### src/rtl/sinfonia_pkg.sv
// Shared note definitions for the note link: codes, pitch table, half-period helper
// and the player FSM state type.
package sinfonia_pkg;

    localparam int unsigned NOTA_PAUSA = 0;
    localparam int unsigned NOTA_DO    = 1;
    localparam int unsigned NOTA_RE    = 2;
    localparam int unsigned NOTA_MI    = 3;
    localparam int unsigned NOTA_FA    = 4;
    localparam int unsigned NOTA_SOL   = 5;
    localparam int unsigned NOTA_LA    = 6;
    localparam int unsigned NOTA_SI    = 7;

    localparam int unsigned FREQ_HZ [1:7] = '{262, 294, 330, 349, 392, 440, 494};

    // Half-period in clock cycles, floored, never below one cycle.
    function automatic int unsigned meio_periodo(input int unsigned clk_hz,
                                                 input int unsigned freq);
        int unsigned hp;
        hp = clk_hz / (2 * freq);
        return (hp == 0) ? 1 : hp;
    endfunction

    typedef enum logic [1:0] {
        OCIOSO,
        TOCANDO,
        FIM
    } estado_t;

endpackage

### src/rtl/receptor_nota_buzzer_gerador_tom.sv
// Square-wave divider: toggles onda every meio_periodo enabled cycles; zera clears
// both the divider and the wave.
module gerador_tom #(
    parameter int unsigned LARG = 8
) (
    input  logic            clock,
    input  logic            reset,
    input  logic            habilita,
    input  logic            zera,
    input  logic [LARG-1:0] meio_periodo,
    output logic            onda
);

    logic [LARG-1:0] cnt_q, cnt_d;
    logic            onda_q, onda_d;

    always_comb begin
        cnt_d  = cnt_q;
        onda_d = onda_q;
        if (zera) begin
            cnt_d  = '0;
            onda_d = 1'b0;
        end else if (habilita) begin
            if (cnt_q == meio_periodo - LARG'(1)) begin
                cnt_d  = '0;
                onda_d = ~onda_q;
            end else begin
                cnt_d = cnt_q + LARG'(1);
            end
        end
    end

    always_ff @(posedge clock) begin
        if (reset) begin
            cnt_q  <= '0;
            onda_q <= 1'b0;
        end else begin
            cnt_q  <= cnt_d;
            onda_q <= onda_d;
        end
    end

    assign onda = onda_q;

endmodule

### src/rtl/receptor_nota_buzzer.sv
// Note-link receiver: latches one 3-bit note per strobe and plays it on the buzzer
// for DUR cycles, then pulses done.
module receptor_nota_buzzer
    import sinfonia_pkg::*;
#(
    parameter int unsigned CLK_HZ     = 50_000_000,
    parameter int unsigned DURACAO_MS = 500
) (
    input  logic       clock,
    input  logic       reset,
    input  logic       valid,
    input  logic [2:0] nota,
    output logic       buzzer,
    output logic       busy,
    output logic       done,
    output logic [2:0] db_nota
);

    localparam int unsigned DUR    = (CLK_HZ / 1000) * DURACAO_MS;
    localparam int unsigned DW     = (DUR > 1) ? $clog2(DUR) : 1;
    localparam int unsigned HP_MAX = meio_periodo(CLK_HZ, FREQ_HZ[NOTA_DO]);
    localparam int unsigned PW     = $clog2(HP_MAX + 1);

    // Entry 0 (rest) is never used by the divider; it only keeps the table dense.
    localparam logic [PW-1:0] HP_TAB [8] = '{
        PW'(1),
        PW'(meio_periodo(CLK_HZ, FREQ_HZ[NOTA_DO])),
        PW'(meio_periodo(CLK_HZ, FREQ_HZ[NOTA_RE])),
        PW'(meio_periodo(CLK_HZ, FREQ_HZ[NOTA_MI])),
        PW'(meio_periodo(CLK_HZ, FREQ_HZ[NOTA_FA])),
        PW'(meio_periodo(CLK_HZ, FREQ_HZ[NOTA_SOL])),
        PW'(meio_periodo(CLK_HZ, FREQ_HZ[NOTA_LA])),
        PW'(meio_periodo(CLK_HZ, FREQ_HZ[NOTA_SI]))
    };

    estado_t       estado_q, estado_d;
    logic [2:0]    nota_q, nota_d;
    logic [DW-1:0] dur_q, dur_d;
    logic          busy_q, busy_d;
    logic          done_q, done_d;
    logic          fim_dur;
    logic          zera;
    logic          habilita;
    logic [PW-1:0] hp_sel;

    assign fim_dur  = (estado_q == TOCANDO) && (dur_q == DW'(DUR - 1));
    // Wave is held at zero whenever the next cycle is not a playing cycle.
    assign zera     = (estado_q != TOCANDO) || fim_dur;
    assign habilita = (estado_q == TOCANDO) && (nota_q != 3'(NOTA_PAUSA));
    assign hp_sel   = HP_TAB[nota_q];

    always_comb begin
        estado_d = estado_q;
        nota_d   = nota_q;
        dur_d    = dur_q;
        unique case (estado_q)
            OCIOSO: begin
                if (valid) begin
                    nota_d   = nota;
                    dur_d    = '0;
                    estado_d = TOCANDO;
                end
            end
            TOCANDO: begin
                if (fim_dur) begin
                    dur_d    = '0;
                    estado_d = FIM;
                end else begin
                    dur_d = dur_q + DW'(1);
                end
            end
            FIM: estado_d = OCIOSO;
            default: estado_d = OCIOSO;
        endcase
        busy_d = (estado_d != OCIOSO);
        done_d = (estado_d == FIM);
    end

    always_ff @(posedge clock) begin
        if (reset) begin
            estado_q <= OCIOSO;
            nota_q   <= '0;
            dur_q    <= '0;
            busy_q   <= 1'b0;
            done_q   <= 1'b0;
        end else begin
            estado_q <= estado_d;
            nota_q   <= nota_d;
            dur_q    <= dur_d;
            busy_q   <= busy_d;
            done_q   <= done_d;
        end
    end

    gerador_tom #(
        .LARG(PW)
    ) u_gerador_tom (
        .clock        (clock),
        .reset        (reset),
        .habilita     (habilita),
        .zera         (zera),
        .meio_periodo (hp_sel),
        .onda         (buzzer)
    );

    assign busy    = busy_q;
    assign done    = done_q;
    assign db_nota = nota_q;

endmodule

### config.mk
export PLATFORM = sky130hd
export DESIGN_NAME = receptor_nota_buzzer
export DESIGN_NICKNAME = d
export VERILOG_FILES = /design/src/rtl/sinfonia_pkg.sv /design/src/rtl/receptor_nota_buzzer_gerador_tom.sv /design/src/rtl/receptor_nota_buzzer.sv
export SDC_FILE = /design/constraint.sdc
export NUM_CORES = 1
export LEC_CHECK = 0
export ABC_AREA = 1
export CORE_UTILIZATION = 55
export DETAILED_ROUTE_END_ITERATION = 10
export GPL_TIMING_DRIVEN = 0
export PLACE_DENSITY = 0.75
export SLEW_MARGIN = 20
export SYNTH_ARGS = -nofsm -noshare
export SYNTH_HDL_FRONTEND = slang
export SYNTH_HIERARCHICAL = 1
export SYNTH_SLANG_ARGS = --single-unit
### constraint.sdc
create_clock -name clock -period 2.4 [get_ports clock]
set_input_delay 0.48 -clock clock [delete_from_list [all_inputs] [get_ports clock]]
set_output_delay 0.48 -clock clock [all_outputs]
set_load 0.03 [all_outputs]
==> qor.txt, run 1 <==
Synth top area share: 0.269
hold depth: 2
f_max: 398 MHz
first-pass GRT wire length: 16000 um
crit path cell chain: inv_1 > clkbuf_8 > buf_4 > nor2_1 > nor2_2 > nor2_1 > nand2_1 > nor2_2 > nand3b_1 > nand2_2 > nand4_1 > nor2_4 > nand3_4 > nand2_4 > buf_6 > nor2_1
yosys warns: 6
reg2reg path depth: 16
critical path class: reg2reg
Net Sw Power: 722 uW
compound-gate portion of the synthesized area: 0.0680
Startpoint Class: register
Die Ht: 84.2 um
largest family of logic cells by synthesized area: simple AND/OR/NAND/NOR gates
Register-to-Register Setup Slack: -0.12 ns
synth top area cells: dfxtp_1 (27%), nand2_1 (16%), nor2_1 (10%)
Post-Syn Instances: 598
mux cell area share after synthesis: 0
DP HPWL: 7060 um
final hold slack: 0.515 ns
CP peak stage delay: 0.35 ns
RSZ-0062 raised after global routing: true
CP arrival: 2.71 ns
vias per cell: 5.53
layout cell share with drive strength beyond 1: 0.195
most common cell in the netlist: nand2_1
Initial Utilization: 0.579
Clk pwr share: 0.276
number of synthesized flops with an enable pin: 0
ANT nets after route: 0
slowest stage cell, crit path: dfxtp_4
VDD IR max: 0.000314 V
Critical Path Fanout Max: 5
Primary FF master, synth: dfxtp_1
commonest cells in the netlist: nand2_1 (162), nor2_1 (101), inv_1 (68)
CTS tree: built
Core Area: 6420 um2
post-synthesis cell type count: 36
failing checks: design-rule violations, negative setup slack
Rel. slew slack: 0.695
area of the mapped netlist: 3720 um2
Crit path max-delay family: simple AND/OR/NAND/NOR gates
row count: 29
die area: 7090 um2
initial antenna violation count: 0
final hold vios: 0
H-tree levels: 2
dpl ws: -0.315 ns
Slew Limit Fails: 0
n_diodes: 0
post-route setup TNS: -1.33 ns
vias in the first global route: 3367
# fillers: 541
clk sink count: 50
Hold Crit Class: reg2reg
Root Buffer: clkbuf_8
PwrDens: 474 nW/um2
Adder-Cell Fraction of Synth Area: 0.0303
Final Critical Period: 2.52 ns
largest net degree at the start of global routing: 15
Post-Synth XOR/XNOR Area: 0.0683
Seq/Total Area, Yosys: 0.269
endpoint of the worst hold path: dur_q[1]
min-delay src: dur_q[1]
Setup Skew: 0.00471 ns
Syn Area/Cell: 6.22 um2
final setup margin: -0.115 ns
total power draw: 2.13 mW
power share of the sequential group: 0.398
worst r2r src: db_nota[2]
DRC Markers: 4
reg-to-reg endpoint: u_gerador_tom/cnt_q[14]
Setup crit end kind: register
deepest clock path buffer count: 2
sw frac: 0.339
CTS buffer count: 5
count of final setup violators: 15
Die X: 84.2 um
CP most frequent cell: nor2_1
Critical Path RT: 2.60 ns
Pre-Repair DR Iteration Count: 7
Port Buffer Count: 11
internal power: 1.41 mW
asr flop ratio synth: 0
Ports: 12
drt initial violations: 340
maximum capacitance violations: 0
gp weighted congestion: 0.891
flops & latches, synth: 50
grt ovf: 0
clock latency on the worst-skew pair: 0.30 ns
Vias: 3967
fin util: 0.700
Synthesized Nets: 613
final net count: 654
simple-gate share of the synthesized area: 0.472
Area Overhead vs Synth: 20.9%
GRT Overall Usage: 0.281
drt total wl: 10400 um
Comb power frac: 0.326
WL per Instance: 14.5 um
largest area contributor in the netlist: dfxtp_1
Final Cycle Share: 1.05
clock-pin transition on the worst setup and hold timing paths: 0.09 ns
outcome: complete, but fails checks
worst slew pin tran: 0.457 ns
WP buf/inv: 4
leakage: 1.77 nW
-- worst register-to-register path, delay by kind of cell, from the launching register on --
| kind | cells | cell delay (ns) |
|---|---|---|
| DFF | 1 | 0.35 |
| buffers and inverters | 4 | 0.55 |
| and+or+nand+nor | 12 | 1.52 |
-- power by group through the flow --
stage                     Combinational (mW)  Sequential, mW  Clock, mW
final                                  0.694           0.849      0.587
after global routing                   0.744           0.850      0.629
after CTS                              0.606           0.848      0.599
after detailed placement               0.488           0.872          0
after global placement                 0.481           0.871          0
after floorplan                        0.373           0.880          0
-- final cells by class --
cell class | count | area [um2] | area share
Timing Repair Buffer | 34 | 290 | 0.0646
Tap cell | 77 | 96.3 | 0.0214
Sequential cell | 50 | 1010 | 0.225
Inverter | 73 | 284 | 0.0632
Buffer | 9 | 77.6 | 0.0173
Clock buffer | 7 | 76.3 | 0.0170
Multi-Input combinational cell | 466 | 2630 | 0.585
Clock inverter | 1 | 30.0 | 0.00668
-- how the worst max path moves through the flow --
stage | depth (start not counted) | endpoint | slack [ns] | start
finish | 16 | u_gerador_tom/cnt_q[14] | -0.12 | db_nota[2]
global route | 16 | u_gerador_tom/cnt_q[12] | -0.23 | db_nota[2]
CTS | 19 | u_gerador_tom/cnt_q[12] | -0.002 | db_nota[1]
detailed placement | 16 | u_gerador_tom/cnt_q[14] | -0.32 | db_nota[0]
global placement | 17 | u_gerador_tom/cnt_q[14] | -0.31 | db_nota[0]
floorplan | 18 | u_gerador_tom/cnt_q[15] | 0.0002 | db_nota[0]
-- through the flow --
| step | area (um2) | cells |
|---|---|---|
| floorplan | 3750 | 598 |
| detailed placement | 3950 | 686 |
| finish | 4500 | 717 |
| CTS | 4370 | 715 |
| global placement | 3950 | 686 |
| global route | 4500 | 717 |
-- what timing repair did --
item | 4_1_cts | 5_1_grt
resized for setup | 47 | 28
gates cloned | 1 | 0
hold buffers | 0 | 0
endpoints found under the setup margin | 18 | 18
pin swaps | 29 | 22
buffers inserted | 20 | 2
-- registers in the layout (all words and copies together), names as in the netlist --
register	cells
dur_q	25
u_gerador_tom/cnt_q	17
db_nota	3
estado_q	2
busy	1
done	1
u_gerador_tom/onda	1
-- cell families after synthesis --
family          count (synthesis)
simple gates                  380
buf+inv                        82
xor+xnor                       29
fa+ha+maj                       9
flops                          50
compound gates                 48
-- routing by layer --
layer	track usage	wire length [um]	vias to the layer above
li1	-	-	1970
met1	0.415	5080	1834
met2	0.432	4540	146
met3	0.0354	552	17
met4	0.0658	199	0
met5	0	0	-
-- cell usage in the layout, fill, tap and decap left out, drive strengths merged --
cell type,count
a211oi,1
a21oi,19
and2,1
buf,28
bufinv,1
clkbuf,11
clkdlybuf4s50,11
dfxtp,50
ha,9
inv,73
nand2,169
nand3,44
nand3b,8
nand4,20
nor2,124
nor3,10
nor3b,1
nor4,1
o21ai,25
o21bai,2
o22ai,1
or2,2
xnor2,8
xor2,21
No activity file was read; power rests on OpenSTA's default activity.
==> inputs of run 2 (changes only) <==
- CORE_UTILIZATION: 55 -> 56
- PLACE_DENSITY: 0.75 -> 0.77
- SETUP_SLACK_MARGIN: default -> 0.05
==> run 2 against run 1 <==
Against the previous run:
- the flow finishes with violations (negative setup slack)
- die area decreased by 1.7%
- final cell count decreased by 0.56%
- count of clock-buffer cells in the layout decreased by 2
- worst setup slack got worse by 0.034 ns
- cell area decreased by 3.6%
- utilization decreased by 2.2 points
- critical path depth increased by 2
- worst hold slack improved by 0.018 ns
- maximum frequency decreased by 1.4%
- flip-flop and latch count unchanged
- sequential share of layout area increased by 0.85 points
- via count decreased by 3.6%
==> qor.txt, run 2 (synthesis results as in run 1) <==
outcome: complete, but fails checks
failing checks: negative setup slack
power share of the sequential group: 0.433 (+0.035)
Die Ht: 83.5 um (-0.87%)
CTS tree: built
Slew Limit Fails: 0 (unchanged)
drt initial violations: 288 (-15%)
GRT Overall Usage: 0.279 (-0.00206)
WL per Instance: 13.3 um (-7.9%)
final net count: 650 (-0.61%)
PwrDens: 453 nW/um2 (-4.4%)
clk sink count: 50 (unchanged)
internal power: 1.28 mW (-9.3%)
VDD IR max: 0.000463 V (+47%)
DRC Markers: 0 (-4)
Area Overhead vs Synth: 16.5%
CTS buffer count: 5 (unchanged)
Critical Path Fanout Max: 5 (unchanged)
sw frac: 0.349 (+0.0104)
Comb power frac: 0.315 (-0.011)
Pre-Repair DR Iteration Count: 5 (-2)
DP HPWL: 7060 um (about the same)
deepest clock path buffer count: 2 (unchanged)
layout cell share with drive strength beyond 1: 0.181 (-0.0145)
Clk pwr share: 0.252 (-0.024)
post-route setup TNS: -2.01 ns (-0.676 ns)
H-tree levels: 2 (unchanged)
Port Buffer Count: 11 (unchanged)
# fillers: 544 (+0.55%)
Top reg by flops: dur_q
max reg flops: 25 (unchanged)
grt ovf: 0 (unchanged)
clock-pin transition on the worst setup and hold timing paths: 0.10 ns (about the same)
die area: 6970 um2 (-1.7%)
clock latency on the worst-skew pair: 0.31 ns (about the same)
leakage: 1.72 nW (-2.9%)
Net Sw Power: 686 uW (-5.0%)
vias per cell: 5.36 (-3.0%)
Hold Crit Class: reg2reg
commonest non-fill, non-tap cell in the layout: nand2_1
Rel. slew slack: 0.696 (+0.00136)
vias in the first global route: 3350 (-0.50%)
RSZ-0062 raised after global routing: true
row count: 29 (unchanged)
Core Area: 6390 um2 (-0.57%)
placed inst area: 3980 um2 (+0.54%)
final setup margin: -0.150 ns (-0.0345 ns)
hold buffers post-CTS: 0 (unchanged)
n_diodes: 0 (unchanged)
Placed Cells incl. Taps: 686 (unchanged)
gp weighted congestion: 0.964 (+8.2%)
commonest cells after routing, fill and taps aside: nand2_1 (153), nor2_1 (89), inv_1 (63), dfxtp_1 (47), nand3_1 (39)
Setup Skew: 0.0116 ns (+0.00687 ns)
CP arrival: 2.75 ns (+0.04 ns)
Initial Utilization: 0.582 (+0.00329)
Critical Path RT: 2.60 ns (about the same)
Finished Cell Area: 4330 um2 (-3.6%)
total power draw: 1.96 mW (-7.9%)
first-pass GRT wire length: 15700 um (-1.4%)
Die X: 83.5 um (-0.87%)
drt total wl: 9500 um (-8.4%)
maximum capacitance violations: 0 (unchanged)
Setup crit end kind: register
Final Cycle Share: 1.06 (+0.0144)
Non-Filler Instances: 713 (-0.56%)
initial antenna violation count: 0 (unchanged)
f_max: 392 MHz (-1.4%)
Final Critical Period: 2.55 ns (+0.0345 ns)
final hold vios: 0 (unchanged)
largest net degree at the start of global routing: 17 (+2)
count of final setup violators: 18 (+3)
final hold slack: 0.533 ns (+0.0179 ns)
worst slew pin tran: 0.451 ns (-0.00632 ns)
ANT nets after route: 0 (unchanged)
fin util: 0.678 (-0.0217)
critical path class: reg2reg
Startpoint Class: register
Vias: 3825 (-3.6%)
Ports: 12 (unchanged)
Root Buffer: clkbuf_8
dpl ws: -0.269 ns (+0.0461 ns)
[run 2: changes by cell type in the layout (fill, tap and decap cells not counted), moves of 2 or more]
cell / change
buf_4: -2
a21oi_4: -2
clkbuf_1: -2
o21ai_2: +2
o21ai_4: -3
a21oi_2: +2
nor2_4: -4
nand2_1: +3
nand2_4: -3
nor2_1: +2
ha_1: +2
nor2_2: +2
[run 2: what timing repair did]
item	4_1_cts	5_1_grt
setup buffers	17	1
cloned	1	0
gates resized for setup	29	15
endpoints found under the setup margin	18	18
pin swaps	21	14
[run 2: power groups by stage]
| stage | registers, mW | logic [mW] | clock network (mW) |
|---|---|---|---|
| detailed placement | 0.872 | 0.495 | 0 |
| global placement | 0.871 | 0.487 | 0 |
| CTS | 0.849 | 0.577 | 0.509 |
| finish | 0.850 | 0.619 | 0.495 |
| global route | 0.852 | 0.676 | 0.546 |
| floorplan | 0.880 | 0.379 | 0 |
[run 2: critical path, stage by stage (launching register included)]
cell     delay [ns]
dfxtp_4        0.39
inv_6          0.05
ha_4           0.27
nand2_4        0.05
o21ai_4        0.10
inv_2          0.09
ha_4           0.28
nor2_2         0.04
nor2_2         0.12
nand2_2        0.07
nor2_2         0.10
nand2_1        0.06
nor2_1         0.12
nand3_1        0.14
nor2_4         0.18
nand3_4        0.11
nand2_4        0.10
buf_6          0.13
nor2_1         0.04
[run 2: worst paths after layout]
path / startpoint / endpoint / slack (ns) / cells after the start
setup reg to reg: db_nota[1] / u_gerador_tom/cnt_q[12] / -0.15 / 18
setup / recovery: db_nota[1] / u_gerador_tom/cnt_q[12] / -0.15 / 18
hold / removal: dur_q[1] / dur_q[1] / 0.53 / 2
hold reg to reg: dur_q[1] / dur_q[1] / 0.53 / 2
[run 2: cell type report]
class | instances | area [um2] | area share
Tap cell | 77 | 96.3 | 0.0222
Buffer | 9 | 71.3 | 0.0165
Sequential cell | 50 | 1010 | 0.234
Timing Repair Buffer | 30 | 256 | 0.0592
Clock inverter | 3 | 20.0 | 0.00462
Clock buffer | 5 | 68.8 | 0.0159
Multi-Input combinational cell | 466 | 2530 | 0.583
Inverter | 73 | 282 | 0.0650
[run 2: layer usage]
layer / track usage / up-vias / routed length [um]
met5: 0 / - / 0
met4: 0.0740 / 0 / 92
met3: 0.0504 / 13 / 643
met2: 0.426 / 134 / 4150
met1: 0.404 / 1713 / 4610
li1: - / 1965 / -
